File: src/rtl/load_store_unit.sv
// Memory-stage load/store engine: byte-lane steering, sign/zero extension, misalignment rejection, req/ready bus.
// Optional bus timeout abort is compiled in when LSU_TIMEOUT_EN is defined.
module load_store_unit #(
  parameter int unsigned TIMEOUT_CYCLES = 255
) (
  input  logic        clk,
  input  logic        reset,
  input  logic        ex_valid,
  input  logic        ex_mem_read,
  input  logic        ex_mem_write,
  input  logic [2:0]  ex_funct3,
  input  logic [31:0] ex_addr,
  input  logic [31:0] ex_wdata,
  output logic        stall_o,
  output logic        ld_valid,
  output logic [31:0] ld_data,
  output logic        misalign_o,
  output logic        bus_err,
  output logic        bus_req,
  output logic        bus_we,
  output logic [31:0] bus_addr,
  output logic [31:0] bus_wdata,
  output logic [3:0]  bus_be,
  input  logic        bus_ready,
  input  logic [31:0] bus_rdata
);

  typedef enum logic [1:0] {IDLE, BUSY, DONE} state_t;

  state_t      state, state_next;
  logic [31:0] addr_q, wdata_q;
  logic [2:0]  funct3_q;
  logic        we_q, err_q, misalign_q;
  logic [3:0]  be_q;

  logic        is_op, f_byte, f_half, mis, accept, timeout_hit;
  logic [3:0]  be_d;
  logic [31:0] wdata_d, shifted, extracted;

  // Decode the presented op; BU/HU encodings only mean byte/half for loads.
  always_comb begin
    is_op   = ex_valid & (ex_mem_read | ex_mem_write);
    f_byte  = (ex_funct3 == 3'b000) | (ex_mem_read & (ex_funct3 == 3'b100));
    f_half  = (ex_funct3 == 3'b001) | (ex_mem_read & (ex_funct3 == 3'b101));
    mis     = f_half ? ex_addr[0] : (f_byte ? 1'b0 : (ex_addr[1:0] != 2'b00));
    accept  = (state == IDLE) & is_op & ~mis;
    wdata_d = ex_wdata;
    be_d    = 4'b1111;
    if (f_byte) begin
      wdata_d = {4{ex_wdata[7:0]}};
      be_d    = 4'b0001 << ex_addr[1:0];
    end else if (f_half) begin
      wdata_d = {2{ex_wdata[15:0]}};
      be_d    = ex_addr[1] ? 4'b1100 : 4'b0011;
    end
    if (ex_mem_read) be_d = 4'b1111;
  end

  always_comb begin
    shifted = bus_rdata >> {addr_q[1:0], 3'b000};
    case (funct3_q)
      3'b000:  extracted = {{24{shifted[7]}}, shifted[7:0]};
      3'b001:  extracted = {{16{shifted[15]}}, shifted[15:0]};
      3'b100:  extracted = {24'h0, shifted[7:0]};
      3'b101:  extracted = {16'h0, shifted[15:0]};
      default: extracted = bus_rdata;
    endcase
  end

`ifdef LSU_TIMEOUT_EN
  localparam int CW = (TIMEOUT_CYCLES > 255) ? $clog2(TIMEOUT_CYCLES + 1) : 8;
  logic [CW-1:0] tcount;

  // Counts BUSY cycles without bus_ready; the limit is hit on the cycle that would make the count reach it.
  always_ff @(posedge clk) begin
    if (reset)                               tcount <= '0;
    else if (accept)                         tcount <= '0;
    else if ((state == BUSY) && !bus_ready)  tcount <= tcount + 1'b1;
  end

  assign timeout_hit = (state == BUSY) & ~bus_ready & (tcount == CW'(TIMEOUT_CYCLES - 1));
`else
  assign timeout_hit = 1'b0;
`endif

  always_comb begin
    state_next = state;
    stall_o    = 1'b0;
    bus_req    = 1'b0;
    ld_valid   = 1'b0;
    bus_err    = 1'b0;
    case (state)
      IDLE: begin
        if (accept) begin
          stall_o    = 1'b1;
          state_next = BUSY;
        end
      end
      BUSY: begin
        stall_o = 1'b1;
        bus_req = 1'b1;
        if (bus_ready || timeout_hit) state_next = DONE;
      end
      DONE: begin
        ld_valid   = ~we_q & ~err_q;
        bus_err    = err_q;
        state_next = IDLE;
      end
      default: state_next = IDLE;
    endcase
  end

  // A simultaneous read and write is treated as a load, so the write flag requires read low.
  always_ff @(posedge clk) begin
    if (reset) begin
      state      <= IDLE;
      addr_q     <= '0;
      wdata_q    <= '0;
      funct3_q   <= '0;
      we_q       <= 1'b0;
      be_q       <= '0;
      err_q      <= 1'b0;
      misalign_q <= 1'b0;
      ld_data    <= '0;
    end else begin
      state      <= state_next;
      misalign_q <= (state == IDLE) & is_op & mis;
      if (accept) begin
        addr_q   <= ex_addr;
        wdata_q  <= wdata_d;
        funct3_q <= ex_funct3;
        we_q     <= ex_mem_write & ~ex_mem_read;
        be_q     <= be_d;
        err_q    <= 1'b0;
      end
      if (state == BUSY) begin
        if (bus_ready) begin
          if (!we_q) ld_data <= extracted;
        end else if (timeout_hit) begin
          err_q <= 1'b1;
        end
      end
    end
  end

  assign bus_we     = we_q;
  assign bus_addr   = {addr_q[31:2], 2'b00};
  assign bus_wdata  = wdata_q;
  assign bus_be     = be_q;
  assign misalign_o = misalign_q;

endmodule

File: config.mk
export PLATFORM = sky130hd
export DESIGN_NAME = load_store_unit
export DESIGN_NICKNAME = d
export VERILOG_FILES = /design/src/rtl/load_store_unit.sv
export SDC_FILE = /design/constraint.sdc
export NUM_CORES = 1
export LEC_CHECK = 0
export CAP_MARGIN = 15
export CORE_ASPECT_RATIO = 0.5
export CORE_MARGIN = 5
export CORE_UTILIZATION = 40
export CTS_BUF_LIST = sky130_fd_sc_hd__clkbuf_4
export DETAILED_ROUTE_END_ITERATION = 8
export HOLD_SLACK_MARGIN = 0.15
export PLACE_DENSITY = 0.74
export SLEW_MARGIN = 20
export SYNTH_ARGS = -nofsm -noshare
export SYNTH_HDL_FRONTEND = slang
export SYNTH_SLANG_ARGS = --single-unit
File: constraint.sdc
create_clock -name clk -period 1.69 [get_ports clk]
set_clock_uncertainty 0.05 [all_clocks]
set_input_delay 0.338 -clock clk [delete_from_list [all_inputs] [get_ports clk]]
set_output_delay 0.338 -clock clk [all_outputs]
set_load 0.005 [all_outputs]
=== Word level (Yosys, flattened, before mapping) ===
Index checks and enable logic that the tools add are counted.

* Equality and inequality tests: 10
* Bitwise gates (word level): 13
* Reductions and logical operators: 6
* Multiplexer cells: 16
* Shifts and indexed selects: 2

{| class="wikitable"
|+ Operator list
! cell !! count
|-
| 32-bit case mux with 4 select lines || 1
|-
| 32-bit 2-to-1 mux || 2
|-
| 32-bit by 5-bit >> shifter with 16-bit output || 1
|-
| 4-bit 2-to-1 mux || 4
|-
| 3-bit == test (second input constant) || 4
|-
| 1-bit bitwise AND || 7
|-
| 3-bit by 1-bit == test with 1-bit output (second input constant) || 2
|-
| 3-bit zero test || 2
|-
| 1-bit 2-to-1 mux || 5
|-
| 2-bit 2-to-1 mux || 2
|-
| 2-bit inequality test (second input constant) || 2
|-
| 2-bit case mux with 2 select lines || 1
|-
| 1-bit by 2-bit << shifter with 4-bit output (first input constant) || 1
|-
| 1-bit NOT || 3
|-
| 1-bit bitwise OR || 3
|-
| 3-bit AND reduction || 1
|-
| 2-bit by 1-bit == test with 1-bit output (second input constant) || 1
|-
| 2-bit == test (second input constant) || 1
|-
| 2-bit zero test || 1
|-
| 1-bit case mux with 2 select lines || 1
|-
| 2-bit AND reduction || 1
|-
| 2-bit nonzero test || 1
|}

* Flip-flop bits (word level): 107
* Logic and storage cells: 55
* Output and inout bits: 106
* Input port bits: 105

=== Logic depth before layout (Yosys ltp) ===
Gate-level depths: netlist of run 1.

* Word-level depth: 9
* Depth in mapped cells: 7
* Gate-level depth less buffers: 4

=== Worst setup path after synthesis of run 1 ===
OpenSTA, ideal clock, no wires.

* Kind: input to output
* From: in ex_funct3[1]
* To: out stall_o
* Stages: 7
* Data arrival time: 1.439 ns
* Path buffers: 3
* Required time: 1.302 ns
* Slack: -0.137 ns
* Cells stage by stage: buf_2 -> or2_1 -> buf_2 -> o21ai_4 -> nand3_2 -> buf_2 -> nand2_1

* Cells in the longest elaborated chain, start to end: 9
* Elaborated cells on any way between the ends: 14
* Those cells by class: eq/ne (3); mux (4); bitwise (6); reduce/logical (1)

{| class="wikitable"
|+ RTL lines
! element !! line !! text
|-
| from (decl) || 11 || <nowiki>input logic [2:0] ex_funct3,</nowiki>
|-
| 3-bit == test || 43 || <nowiki>f_byte = (ex_funct3 == 3'b000) | (ex_mem_read & (ex_funct3 == 3'b100));</nowiki>
|-
| 1-bit bitwise AND || 43 ||
|-
| 1-bit bitwise OR || 43 ||
|-
| 1-bit 2-to-1 mux || 45 || <nowiki>mis = f_half ? ex_addr[0] : (f_byte ? 1'b0 : (ex_addr[1:0] != 2'b00));</nowiki>
|-
| 1-bit 2-to-1 mux (*) || 45 ||
|-
| 1-bit NOT (*) || 46 || <nowiki>accept = (state == IDLE) & is_op & ~mis;</nowiki>
|-
| 1-bit bitwise AND (*) || 46 ||
|-
| 1-bit 2-to-1 mux (*) || 94 || <nowiki>if (accept) begin</nowiki>
|-
| 1-bit case mux with 2 select lines (*) || 92 || <nowiki>case (state)</nowiki>
|-
| to (decl) || 14 || <nowiki>output logic stall_o,</nowiki>
|}

Every way passes the cells marked *; elsewhere a longest branch is shown, timed or not.

=== Final worst setup path of run 1 ===
Ends and elaborated chain as after synthesis.

==> summary.txt, run 1 <==
post-cts hold buffer count: 0
Nets: 973
vias in the first global route: 5777
Critical Path Sink Type: primary output
Cell Pwr Density: 647 mW/mm2
Die Y: 92.9 um
core area: 0.0135 mm2
Layout fillers: 1101
GP Congestion: 0.861
min Tclk post-route: 1.86 ns
Vias per Instance: 5.87
Comb power frac: 0.277
Die ar.: 0.0163 mm2
Clock power frac: 0.243
type of origin of the critical path: primary input
peak supply drop: 0.378 mV
Synth top area share: 0.390
leakage power: 3.56 nW
Post-Place Setup Slack: -0.607 ns
clk_lat worst skew: 0.47 ns
#FFs+latches synth: 107
FF+latch area: 0.00226 mm2
worst slew pin tran: 0.504 ns
Max Fclk: 538 MHz
CTS Sinks: 107
reg2reg start: state[0]
PnR worst setup slack: -0.168 ns
IO Port Bufs: 207
Starting Density: 0.406
initial DRC count: 673
HP Start: reset
Post-Syn Instances: 654
dominant synthesized flop cell: dfxtp_1
Worst Hold Class: primary input to register
CTS Buf Count: 9
hold slack final: 0.171 ns
TritonRoute pass-1 iters: 6
Slew HR: 0.664
Post-synth EDFFs: 0
sequential share of power: 0.480
P_int: 3.91 mW
post-route setup TNS: -2.12 ns
syn_area_per_cell: 8.40 um2
slack of the worst reg-to-reg path: -0.09 ns
CTS tree: yes
post-layout util: 0.653
Final Hold Vio Count: 0
Switch Pwr: 1.79 mW
Max Buffers Root-to-Sink: 2
I/O pin total: 211
# DRC: 0
pins over their slew limit: 0
commonest non-fill, non-tap cell in the layout: dlygate4sd2_1
Reg clk slew, reported paths: 0.16 ns
Max H-tree Level: 3
Worst Setup Path Type: primary input to primary output
Multi-input gate area: 0.00328 mm2
ranking of synthesized cells by area: dfxtp_1, a21oi_1, o31ai_1
root buf cell: clkbuf_4
global-route wire length before repair: 31100 um
worst hold endpoint: bus_wdata[25]
final worst-path cycle share: 1.10
violated checks: setup timing
P&R area growth vs syn: 60.6%
pin count of the biggest net entering global routing: 42
Synth Cell Area: 0.00549 mm2
Critical Path RT: 1.30 ns
hold depth: 3
initial antenna violation count: 1
status: finished with violations
CP Max Fanout: 2
maxcap violations: 0
row count: 30
Distinct cells, synth: 50
FF-to-FF path depth: 9
RSZ-0062 raised after global routing: yes
async set-reset flop share out of synthesis: 0
most frequent cells in the layout: dlygate4sd2_1, clkdlybuf4s50_1, dfxtp_2
total wire length: 21300 um
HPWL after DPL: 14100 um
layout cells sized above 1: 0.326
GRT Overall Usage: 0.234
die width: 176 um
post-route antenna net violation count: 0
routed len/inst: 20.3 um
Post-DP Area: 0.00793 mm2
Post-Layout Inst Area: 0.00882 mm2
YS warnings: 0
RR Endpoint: addr_q[3]
Worst EP arrival: 1.47 ns
leading area contributor after synthesis: dfxtp_1
via count: 6160
Final Setup Violations: 56
sw frac: 0.315
grt ovf: 0
post-synthesis sequential area ratio: 0.390
-- through the flow --
stage          power [mW]  std cells
6_report             5.70       1050
5_1_grt              5.92       1050
4_1_cts              5.50       1040
3_5_place_dp         4.17       1009
3_3_place_gp         4.15       1009
2_1_floorplan        3.40        656
-- worst max path at each step --
stage	slack [ns]	endpoint	from	cells past startpoint
final	-0.17	stall_o	ex_funct3[1]	6
after CTS	-0.15	stall_o	state[0]	6
after detailed placement	-0.61	addr_q[30]	ex_funct3[1]	7
after global placement	-0.58	stall_o	ex_funct3[2]	7
after global routing	-0.22	stall_o	state[0]	6
after floorplan	-0.06	stall_o	ex_funct3[1]	7
-- cell usage after synthesis, types with 2 or more instances --
| cell type | n |
|---|---|
| inv_1 | 3 |
| o31ai_1 | 43 |
| nor2_1 | 35 |
| a31oi_1 | 20 |
| a21oi_1 | 75 |
| o211ai_1 | 2 |
| buf_2 | 20 |
| nand4_1 | 42 |
| o32ai_1 | 7 |
| o311ai_0 | 2 |
| nor3_1 | 3 |
| buf_4 | 35 |
| nand3b_1 | 8 |
| a211o_1 | 8 |
| clkbuf_1 | 48 |
| mux2i_1 | 26 |
| and2_1 | 7 |
| a311oi_1 | 20 |
| o21bai_1 | 2 |
| nor3b_1 | 2 |
| nand2_1 | 35 |
| dfxtp_1 | 107 |
| o211a_1 | 2 |
| a211oi_1 | 24 |
| nand2b_1 | 11 |
| or3b_2 | 2 |
| nand3_1 | 8 |
| nor2b_1 | 3 |
| o21ai_0 | 33 |
-- flip-flops by register name, summed over array words and instances, names as in the netlist --
register and count:
addr_q 32, bus_be 4, bus_wdata 32, bus_we 1, funct3_q 3, ld_data 32, misalign_o 1, state 2
-- routing by layer --
metal  GRT usage  routed length [um]  vias to the layer above
li1            -                   -                     2855
met1       0.302                8790                     2970
met2       0.396               10400                      295
met3      0.0579                1680                       40
met4      0.0590                 380                        0
met5           0                   0                        -
-- critical path, stage by stage --
cell             delay (ns)
clkdlybuf4s50_1        0.43
or2_4                  0.28
o21ai_4                0.16
nand3_4                0.09
nand2_2                0.08
buf_6                  0.09
-- logic make-up after synthesis --
| family | Yosys count | share of synthesized area |
|---|---|---|
| buf+inv | 110 | 0.105 |
| compound gates | 244 | 0.294 |
| simple gates | 165 | 0.160 |
| other cells | 1 | 0.000683 |
| mux | 27 | 0.0494 |
| flops | 107 | 0.390 |
-- power groups by stage --
stage / logic (mW) / registers (mW) / clock network (mW)
4_1_cts: 1.39 / 2.73 / 1.39
2_1_floorplan: 0.642 / 2.76 / 0
6_report: 1.58 / 2.74 / 1.38
5_1_grt: 1.67 / 2.75 / 1.49
3_3_place_gp: 1.38 / 2.77 / 0
3_5_place_dp: 1.40 / 2.77 / 0
-- layout make-up --
type	instances	share of cell area
antenna	1	0.000284
clock buffer	10	0.00851
clock inverter	6	0.00738
inverter	4	0.00170
multi-input combinational	439	0.372
sequential	107	0.257
tap	176	0.0250
timing repair buffer	307	0.328
-- repair_timing --
item                                    in CTS  in global routing
resized for setup                          223                 88
endpoints found under the hold margin        0                  0
pin swaps                                    6                 22
endpoints found under the setup margin     156                 91
buffers inserted                            14                  5
gates cloned                                 1                  5
No activity file was read; power rests on OpenSTA's default activity.
==> run 2: changes to the inputs <==
==> constraint.sdc (replaced) <==
create_clock -name clk -period 1.7 [get_ports clk]
set_clock_uncertainty 0.05 [all_clocks]
set_input_delay 0.34 -clock clk [delete_from_list [all_inputs] [get_ports clk]]
set_output_delay 0.34 -clock clk [all_outputs]
set_load 0.005 [all_outputs]
==> summary.txt, run 2 (same netlist as run 1, synthesis figures left out) <==
routed len/inst: 18.9 um (was 20.3 um)
Worst Setup Path Type: primary input to primary output (unchanged)
peak supply drop: 0.309 mV (was 0.378 mV)
min Tclk post-route: 1.87 ns
Final Setup Violations: 28 (was 56)
Worst EP arrival: 1.48 ns (was 1.47 ns)
RR Endpoint: addr_q[6] (was addr_q[3])
Comb power frac: 0.267 (was 0.277)
CTS tree: yes (unchanged)
initial antenna violation count: 1 (unchanged)
Starting Density: 0.406 (unchanged)
# DRC: 0 (unchanged)
Nets: 973 (unchanged)
PnR worst setup slack: -0.166 ns (was -0.168 ns)
Final Hold Vio Count: 0 (unchanged)
grt ovf: 0 (unchanged)
P_int: 3.66 mW (was 3.91 mW)
HP Start: ex_funct3[2] (was reset)
IO Port Bufs: 207 (unchanged)
Multi-input gate area: 0.00293 mm2 (was 0.00328 mm2)
Die ar.: 0.0163 mm2 (unchanged)
post-route antenna net violation count: 0 (unchanged)
initial DRC count: 649 (was 673)
total wire length: 19900 um (was 21300 um)
Buf/Inv on CP: 2 (unchanged)
delay-heaviest family, CP: buffers and inverters (unchanged)
CP Max Fanout: 2 (unchanged)
Max Fclk: 536 MHz
GRT Overall Usage: 0.234 (about the same)
commonest non-fill, non-tap cell in the layout: clkdlybuf4s50_1 (was dlygate4sd2_1)
hold depth: 4 (was 3)
FF+latch area: 0.00225 mm2 (was 0.00226 mm2)
reg2reg start: state[0] (unchanged)
core area: 0.0135 mm2 (unchanged)
CTS Sinks: 107 (unchanged)
post-route setup TNS: -2.30 ns (was -2.12 ns)
clk_lat worst skew: 0.46 ns (was 0.47 ns)
hold slack final: 0.263 ns (was 0.171 ns)
Reg clk slew, reported paths: 0.15 ns (was 0.16 ns)
root buf cell: clkbuf_4 (unchanged)
Vias per Instance: 5.78 (was 5.87)
CP Cell Sequence: clkdlybuf4s50_1 > or2_4 > o21ai_4 > nand3_4 > nand2_2 > buf_6 (unchanged)
row count: 30 (unchanged)
CTS Buf Count: 9 (unchanged)
Critical Path RT: 1.31 ns (was 1.30 ns)
violated checks: setup timing (unchanged)
Worst Hold Class: primary input to register (unchanged)
die width: 176 um (unchanged)
RSZ-0062 raised after global routing: yes (unchanged)
sw frac: 0.310 (was 0.315)
maxcap violations: 0 (unchanged)
vias in the first global route: 5888 (was 5777)
status: finished with violations (unchanged)
Die Y: 92.9 um (unchanged)
Clock power frac: 0.223 (was 0.243)
Critical Path Sink Type: primary output (unchanged)
HPWL after DPL: 14100 um (about the same)
Design Power: 5.31 mW (was 5.70 mW)
layout cells sized above 1: 0.272 (was 0.326)
Max H-tree Level: 3 (unchanged)
Max Buffers Root-to-Sink: 2 (unchanged)
global-route wire length before repair: 31200 um (was 31100 um)
P&R area growth vs syn: 51.8% (was 60.6%)
crit path capture: stall_o (unchanged)
Largest stage delay, worst path: 0.43 ns (about the same)
I/O pin total: 211 (unchanged)
TritonRoute pass-1 iters: 5 (was 6)
most frequent cells in the layout: clkdlybuf4s50_1, dlygate4sd2_1, dfxtp_2 (was dlygate4sd2_1, clkdlybuf4s50_1, dfxtp_2)
final worst-path cycle share: 1.10
Cell Pwr Density: 637 mW/mm2 (was 647 mW/mm2)
leakage power: 3.49 nW (was 3.56 nW)
type of origin of the critical path: primary input (unchanged)
FF-to-FF path depth: 7 (was 9)
Layout fillers: 1228 (was 1101)
sequential share of power: 0.510 (was 0.480)
pin count of the biggest net entering global routing: 42 (unchanged)
slack of the worst reg-to-reg path: -0.02 ns (was -0.09 ns)
Post-Place Setup Slack: -0.580 ns (was -0.607 ns)
Worst Setup SP: ex_funct3[1] (unchanged)
cell depth of the worst setup path: 6 (unchanged)
pins over their slew limit: 0 (unchanged)
GP Congestion: 0.856 (was 0.861)
Switch Pwr: 1.65 mW (was 1.79 mW)
CP max-delay cell: clkdlybuf4s50_1 (unchanged)
via count: 6061 (was 6160)
==> run 2: changes by cell type in the layout (fill, tap and decap cells not counted), moves of 2 or more <==
| cell | previous run | this run |
|---|---|---|
| o31ai_1 | 9 | 40 |
| clkbuf_16 | 3 | 0 |
| buf_4 | 75 | 85 |
| a21oi_1 | 69 | 74 |
| a311oi_2 | 5 | 0 |
| a311oi_1 | 15 | 20 |
| dfxtp_2 | 91 | 87 |
| a21oi_2 | 6 | 1 |
| buf_6 | 16 | 8 |
| dfxtp_1 | 14 | 19 |
| o31ai_2 | 18 | 3 |
| dlygate4sd2_1 | 102 | 100 |
| o31ai_4 | 17 | 1 |
==> run 2: how the worst min path moves through the flow <==
| stage | endpoint | slack [ns] |
|---|---|---|
| after floorplan | ld_data[15] | 0.40 |
| after global placement | bus_wdata[27] | 0.40 |
| after detailed placement | bus_wdata[26] | 0.41 |
| after CTS | addr_q[19] | 0.34 |
| after global routing | funct3_q[2] | 0.26 |
| final | funct3_q[2] | 0.26 |
==> run 2: power groups by stage <==
stage	Combinational [mW]	Clock [mW]	Sequential (mW)
final	1.42	1.18	2.71
after global routing	1.52	1.31	2.73
after CTS	1.39	1.20	2.71
after detailed placement	1.39	0	2.75
after global placement	1.38	0	2.75
after floorplan	0.639	0	2.74
==> run 2: metrics by stage <==
step / cell area, um2 / utilization / instances
CTS: 8270 / 0.612 / 1048
finish: 8340 / 0.617 / 1048
floorplan: 5530 / - / 656
global placement: 7940 / 0.587 / 1010
detailed placement: 7940 / 0.587 / 1010
global route: 8340 / 0.617 / 1048
==> run 2: worst reg2reg max path, stage by stage (launching register included) <==
cell	delay [ns]
dfxtp_2	0.35
buf_6	0.11
nor2_4	0.11
o211a_4	0.18
buf_4	0.32
buf_6	0.28
nand4_1	0.12
a21oi_1	0.15
==> run 2: metal layers <==
metal | GRT usage | share of wire
met1 | 0.306 | 0.43
met2 | 0.388 | 0.47
met3 | 0.0530 | 0.070
met4 | 0.0713 | 0.028
met5 | 0 | 0
==> run 2: layout make-up <==
| type | count | share of cell area |
|---|---|---|
| Sequential cell | 107 | 0.270 |
| Antenna cell | 1 | 0.000300 |
| Tap cell | 176 | 0.0264 |
| Inverter | 4 | 0.00180 |
| Clock buffer | 10 | 0.00900 |
| Clock inverter | 4 | 0.00345 |
| Timing Repair Buffer | 307 | 0.337 |
| Multi-Input combinational cell | 439 | 0.351 |
==> run 2: repair_timing <==
| item | 4_1_cts | 5_1_grt |
|---|---|---|
| hold endpoints to repair | 1 | 0 |
| endpoints found under the setup margin | 154 | 94 |
| pin swaps | 4 | 6 |
| buffers inserted | 24 | 1 |
| gates cloned | 0 | 1 |
| hold buffers | 1 | 0 |
| resized for setup | 216 | 22 |
==> edit, RTL diff (settings of run 2) <==
Add a define of `LSU_TIMEOUT_EN`.
--- a/src/rtl/load_store_unit.sv
+++ b/src/rtl/load_store_unit.sv
@@ -1,4 +1,6 @@
 // Memory-stage load/store engine: byte-lane steering, sign/zero extension, misalignment rejection, req/ready bus.
 // Optional bus timeout abort is compiled in when LSU_TIMEOUT_EN is defined.
+`define LSU_TIMEOUT_EN
+
 module load_store_unit #(
   parameter int unsigned TIMEOUT_CYCLES = 255
Behaviour: no difference found for any inputs over 4 cycles, from zero or initial values and one cycle with reset high; that may be too few to reach the edited logic, so the function may still have changed.
==> edit against run 2 <==
The run still ends with negative setup slack left. Global-route usage is 0.073 points lower. Sequential power is 7.7% higher. Synthesized cell count is 2.0% higher. Routed wire length is 1.9% higher. Fmax is 5.0% lower. Setup slack worse by 0.098 ns. Final cell count is 3.1% higher. Sequential cell count is 9 higher. Final area is 5.6% higher. Synthesized area is 3.6% lower. Total power is 24% higher. Largest power group unchanged. Highest routed layer unchanged.
==> edit: results (changes against run 2) <==
[synthesis]
syn_avg_cell_area_um2 = 7.93  ; -5.5%
ys_top_cells_by_count = nand2_1 (158), dfxtp_1 (116), a21oi_1 (84)
synth_compound_area_share_pct = 20.0  ; -9.4 points
synth.area.top_cells = dfxtp_1 (44%), nand2_1 (11%), a21oi_1 (7.9%), buf_4 (5.2%), nor2_1 (4.0%)
synth_cell_types = 43  ; -14%
synth_xor_xnor_area_share_pct = 1.16  ; +1.2 points
synth.yosys.seq_area_share_pct = 43.9  ; +4.9 points

[route]
drt_iter0_drc = 485  ; -25%
drt_wl_total_mm = 20.2  ; +1.9%

[outcome]
violations = negative setup slack
status = finished with violations

[finish]
drive_gt1_share_pct = 29.5  ; +2.3 points
num-fill-cells = 1013  ; -18%

[placement]
dpl_cell_area_um2 = 7580  ; -4.5%
port_buffers = 208  ; +0.48%
dpl.hpwl_mm = 12.5  ; -11%
place_congestion = 0.857  ; +0.16%

[global_route]
antenna_found_initial = 0  ; -1
grt_pass1_wl_mm = 30.0  ; -3.8%

[worst_setup_path]
cp_max_fo = 3  ; +1
critPathArrivalTime_ns = 1.57  ; +0.09 ns

[cts]
numCtsBuffers = 17  ; +8
htree_levels = 4  ; +1
post_cts_resized = 240  ; +11%

[timing]
finalSetupViolCount = 76  ; +170%
fin_crit_sh_pct = 116  ; +5.8 points
fin_ws_ns = -0.265  ; -0.0983 ns

[power]
p_leak_nw = 3.64  ; +4.2%
vdd_drop_max_mv = 0.478  ; +55%

[edit: cell count changes after synthesis, moves of 10 or more]
cell | run 2 | this run
nand2_1 | 35 | 158
nand4_1 | 42 | 4
mux2i_1 | 26 | 16
a31oi_1 | 20 | 0
clkbuf_1 | 48 | 29
nor2_1 | 35 | 56
o21ai_0 | 33 | 17
o31ai_1 | 43 | 0
[edit: kinds of logic after synthesis]
logic type,Yosys count
mux,18
other cells,1
buf+inv,88
flops,116
compound gates,168
xor+xnor,7
fa+ha+maj,3
simple gates,266
[edit: report_power, final]
group	leakage [nW]	internal [mW]	switching (mW)
Sequential	0.971	2.85	0.0717
Combinational	2.51	0.770	0.658
Clock	0.159	1.03	1.21
[edit: path summary, 6_finish.rpt]
| path | depth (start not counted) | startpoint | slack, ns | end |
|---|---|---|---|---|
| worst min-delay path | 2 | reset | 0.19 | state[0]$_SDFFE_PP0P_ |
| worst min register to register | 2 | addr_q[3]$_SDFFE_PP0P_ | 0.41 | addr_q[3]$_SDFFE_PP0P_ |
| worst max-delay path | 6 | ex_mem_read | -0.26 | stall_o |
| worst max register to register | 9 | state[1]$_SDFFE_PP0P_ | -0.07 | bus_wdata[9]$_SDFFE_PP0P_ |
[edit: cell type report]
class / count / area, um2 / area share, %
clock buffers: 17 / 128 / 1.45
clock inverters: 15 / 180 / 2.05
inverters: 4 / 15.0 / 0.171
multi-input cells: 464 / 2860 / 32.4
flip-flops and latches: 116 / 2400 / 27.3
well taps: 170 / 213 / 2.42
repair buffers: 295 / 3010 / 34.2
[edit: layer usage]
metal	share of wire (%)	routed length [um]	GRT usage, %	vias up
li1	-	-	-	2745
met1	41	8380	28.9	2769
met2	49	9970	39.6	244
met3	6.3	1280	5.93	56
met4	2.9	590	8.89	0
met5	0	0	0	-
